[src/rtl/uart_tx_fifo.sv]
// Byte FIFO and launch sequencer feeding uart_tx over its start/data_in/busy handshake.
// Optional sticky overflow flag is enabled by defining UART_TX_FIFO_OVF_EN.
module uart_tx_fifo #(
  parameter int DEPTH  = 16,
  parameter int ADDR_W = 4,
  parameter int DATA_W = 8
) (
  input  logic              clk,
  input  logic              rst,
  input  logic              wr_en,
  input  logic [DATA_W-1:0] wr_data,
  output logic              full,
  output logic              empty,
  output logic [ADDR_W:0]   count,
  output logic              tx_start,
  output logic [DATA_W-1:0] tx_data,
  input  logic              tx_busy,
  output logic              overflow,
  input  logic              ovf_clr
);

  typedef enum logic [1:0] {
    ST_IDLE,
    ST_REQ,
    ST_WAIT
  } state_e;

  state_e              state_q, state_d;
  logic [ADDR_W-1:0]   wr_ptr_q, wr_ptr_d;
  logic [ADDR_W-1:0]   rd_ptr_q, rd_ptr_d;
  logic [ADDR_W:0]     count_q, count_d;
  logic                tx_start_q, tx_start_d;
  logic [DATA_W-1:0]   tx_data_q, tx_data_d;
  logic                overflow_q, overflow_d;
  logic [DATA_W-1:0]   mem_q [DEPTH];
  logic                push;
  logic                pop;

  assign full     = (count_q == (ADDR_W+1)'(DEPTH));
  assign empty    = (count_q == '0);
  assign count    = count_q;
  assign tx_start = tx_start_q;
  assign tx_data  = tx_data_q;
  assign overflow = overflow_q;

  // A full FIFO rejects writes even when the head is popped on the same edge.
  assign push = wr_en && !full;

  always_comb begin
    state_d    = state_q;
    tx_start_d = tx_start_q;
    tx_data_d  = tx_data_q;
    pop        = 1'b0;
    unique case (state_q)
      ST_IDLE: begin
        if (!empty && !tx_busy) begin
          tx_data_d  = mem_q[rd_ptr_q];
          tx_start_d = 1'b1;
          state_d    = ST_REQ;
        end
      end
      ST_REQ: begin
        if (tx_busy) begin
          tx_start_d = 1'b0;
          pop        = 1'b1;
          state_d    = ST_WAIT;
        end
      end
      ST_WAIT: begin
        if (!tx_busy) begin
          state_d = ST_IDLE;
        end
      end
      default: begin
        state_d    = ST_IDLE;
        tx_start_d = 1'b0;
      end
    endcase
  end

  always_comb begin
    wr_ptr_d = wr_ptr_q + ADDR_W'(push);
    rd_ptr_d = rd_ptr_q + ADDR_W'(pop);
    count_d  = count_q + (ADDR_W+1)'(push) - (ADDR_W+1)'(pop);
  end

`ifdef UART_TX_FIFO_OVF_EN
  always_comb begin
    overflow_d = (overflow_q && !ovf_clr) || (wr_en && full);
  end
`else
  logic unused_ovf_clr;
  assign unused_ovf_clr = ovf_clr;
  always_comb begin
    overflow_d = 1'b0;
  end
`endif

  always_ff @(posedge clk) begin
    if (push) begin
      mem_q[wr_ptr_q] <= wr_data;
    end
  end

  always_ff @(posedge clk) begin
    if (!rst) begin
      state_q    <= ST_IDLE;
      wr_ptr_q   <= '0;
      rd_ptr_q   <= '0;
      count_q    <= '0;
      tx_start_q <= 1'b0;
      tx_data_q  <= '0;
      overflow_q <= 1'b0;
    end else begin
      state_q    <= state_d;
      wr_ptr_q   <= wr_ptr_d;
      rd_ptr_q   <= rd_ptr_d;
      count_q    <= count_d;
      tx_start_q <= tx_start_d;
      tx_data_q  <= tx_data_d;
      overflow_q <= overflow_d;
    end
  end

endmodule
[config.mk]
export PLATFORM = sky130hd
export DESIGN_NAME = uart_tx_fifo
export DESIGN_NICKNAME = d
export VERILOG_FILES = /design/src/rtl/uart_tx_fifo.sv
export SDC_FILE = /design/constraint.sdc
export NUM_CORES = 1
export LEC_CHECK = 0
export ABC_AREA = 1
export BUFFER_PORTS_ARGS = -buffer_cell sky130_fd_sc_hd__buf_2
export CAP_MARGIN = 20
export CORE_MARGIN = 5
export CORE_UTILIZATION = 60
export DETAILED_ROUTE_END_ITERATION = 16
export GPL_TIMING_DRIVEN = 0
export PLACE_DENSITY = 0.74
export SLEW_MARGIN = 20
export SYNTH_ARGS = -nofsm -noshare
export SYNTH_HDL_FRONTEND = slang
export SYNTH_SLANG_ARGS = --single-unit
[constraint.sdc]
create_clock -name clk -period 2.72 [get_ports clk]
set_clock_uncertainty 0.2 [all_clocks]
set_input_delay 0.544 -clock clk [delete_from_list [all_inputs] [get_ports clk]]
set_output_delay 0.544 -clock clk [all_outputs]
set_load 0.1 [all_outputs]
==> results.toml <==
[power]
leakagePower_nw = 3.329
power_density_nw_per_um2 = 919.9
max-vdd-ir-drop_v = 0.0008209

[worst_hold_path]
hold_depth = 4
min_path_type = "input port to flip-flop"
worstHoldStart = "tx_busy"

[worst_setup_path]
crit_slowest_cell = "buf_2"
path_cells = "inv_1 -> ha_2 -> nand4_1 -> inv_1 -> buf_2"
reg2reg_setup_slack_ns = 0.13
reg2reg_to = "count[4]"
critPathLaunchType = "flip-flop"
r2r_start = "count[2]"
startpoint = "count[2]"
crit_fanout = 3
cp-end-kind = "output port"
cp_data_arrival_time_ns = 1.87
path_depth = 5
crit_top_cell = "inv_1"
crit_path_end = "empty"
crit_buf_inv = 3
critical_path_class = "flip-flop to output port"
critPathTopFamily = "buffers and inverters"
critPathMaxStageDelay_ns = 0.42
worstPathRequired_ns = 1.98
r2r_cells = 12

[global_route]
grt_pass1_vias = 4416
gr-total-overflow = 0
grt_start_max_net_pins = 17
antenna_found_initial = 0
grt_use_total_pct = 26.42
grt_pass1_wl_um = 24980

[final_layout]
antenna_cells = 0
syn_to_final_growth_pct = 14.89
final_common_cell = "nand2_1"
drive_above_1_share_pct = 13.30
fin_nets = 736
fill_cells = 777
layoutNonFillerInstCount = 862
fin_area_um2 = 7596
mostFrequentLayoutCells = "nand2_1, edfxtp_1, inv_1"

[timing]
hold_ws_ns = 0.1076
tightestPinTransition_ns = 0.7979
finalHoldViolations = 0
period_needed_ns = 2.617
drv_slew = 0
setup_viol = 0
slew_headroom_pct = 46.61
min_period_over_period_pct = 96.21
fmax_ghz = 0.3821

[floorplan]
dieArea_um2 = 13220
die_w_um = 115.0
pin_count = 30
die_h_um = 115.0
initial_core_util_pct = 60.99
std_cell_rows = 38
coreArea_um2 = 10840

[clock_network]
cts_buffers = 17
clock_sinks = 152
cts_buffer_depth = 2
root_buffer = "clkbuf_8"
clkTransAtPathRegs_ns = 0.06
htree_levels = 4
hold_buffers = 0
clkLatencyLatePin_ns = 0.54
cts_tree = "built"

[drt]
drt_iter0_drc = 503
dr.pass1.iters = 5
dr_total_vias = 4632
ant_nets = 0
wire_per_inst_um = 19.02
drcViolationCount = 0
routed_wl_um = 16400
vias_per_cell = 5.374

[logic_synthesis]
synth_area_leaders = "edfxtp_1, nand2_1, nand3_1"
yosysSeqAreaShare_pct = 65.40
syn_inst = 665
synth_seq_cells = 152
yosysWarnings = 0
yosysTopAreaCellShare_pct = 58.14
yosysUniqueCellTypes = 26
yosys.area.top_type = "edfxtp_1"
syn_avg_cell_area_um2 = 9.942
synth.net_count = 689
synth_area_um2 = 6611

[place]
port-buffer-count = 27
post-place-cells = 832
dpl.hpwl_um = 10880
postPlaceCellArea_um2 = 6935
place_congestion = 0.8903

[run_status]
status = "complete, no violations"

[flow_run]
drv_cap = 0
-- routing by layer --
metal,wire length [µm],vias to the layer above,share of wire (%),track usage (%)
met5,0,-,0,0
met4,233,0,1.4,7.825
met3,1589,21,9.7,7.316
met2,7741,210,47,40.63
met1,6830,2165,42,37.15
li1,-,2236,-,-
-- worst min-delay path by stage --
stage	end
5_1_grt	state_q[0]
3_3_place_gp	tx_start
4_1_cts	state_q[1]
2_1_floorplan	state_q[1]
6_report	state_q[0]
3_5_place_dp	tx_start
-- cell families after synthesis --
| logic type | share of synthesized area [%] |
|---|---|
| AOI/OAI and AO/OA | 1.325 |
| xor gates and xnor gates | 0.5300 |
| adders and majority gates | 2.195 |
| buffers and inverters | 8.705 |
| DFF | 65.41 |
| other | 0.05672 |
| and+or+nand+nor | 21.78 |
-- worst min-delay path, stage by stage --
cell	delay (ns)
buf_2	0.09
nor2_1	0.05
o211ai_1	0.08
inv_1	0.04
-- per-stage QoR --
step / setup slack [ns] / power (mW) / utilization [%] / TNS, ns
6_report: 0.1030 / 6.988 / 70.07 / 0
5_1_grt: -0.06933 / 7.271 / 70.07 / -0.06933
4_1_cts: 0.02380 / 6.943 / 69.77 / 0
3_5_place_dp: -0.09720 / 4.430 / 63.98 / -0.09720
3_3_place_gp: -0.06159 / 4.394 / 63.98 / -0.06159
2_1_floorplan: 0.01865 / 4.069 / - / 0
-- state kept, by name, indices dropped and copies added (netlist names) --
name	flops
wr_ptr_q	4
state_q	2
tx_data	8
tx_start	1
mem_q	128
count	5
rd_ptr_q	4
-- cell type report --
class,count,area [µm²],share of cell area (%)
flip-flops and latches,152,4335,57.07
multi-input cells,382,1744,22.96
clock buffers,18,417.9,5.502
inverters,103,386.6,5.090
clock inverters,11,205.2,2.701
plain buffers,28,188.9,2.487
well taps,140,175.2,2.306
repair buffers,28,142.6,1.878
-- report_power, final --
group          switching (mW)  internal [mW]  leakage [nW]  total [mW]
registers              0.0771           2.69          1.35        2.76
clock network           0.862           1.65         0.301        2.51
logic                    1.33          0.381          1.67        1.71
-- what timing repair did --
item | 4_1_cts | 5_1_grt
setup buffers | 0 | 1
pin swaps | 0 | 1
gates cloned | 0 | 0
gates resized for setup | 2 | 6
setup endpoints to repair | 1 | 1
-- cell usage after synthesis, drive strengths merged --
cell,n
xnor2,2
fa,1
a21oi,7
nand4,1
nor2,40
nand3,97
nand2,211
o211ai,1
clkinv,1
o31ai,1
or2,1
ha,10
buf,24
dfxtp,24
o21ai,6
xor2,2
a211oi,1
conb,1
clkbuf,4
inv,102
edfxtp,128
No activity file was read; power rests on OpenSTA's default activity.
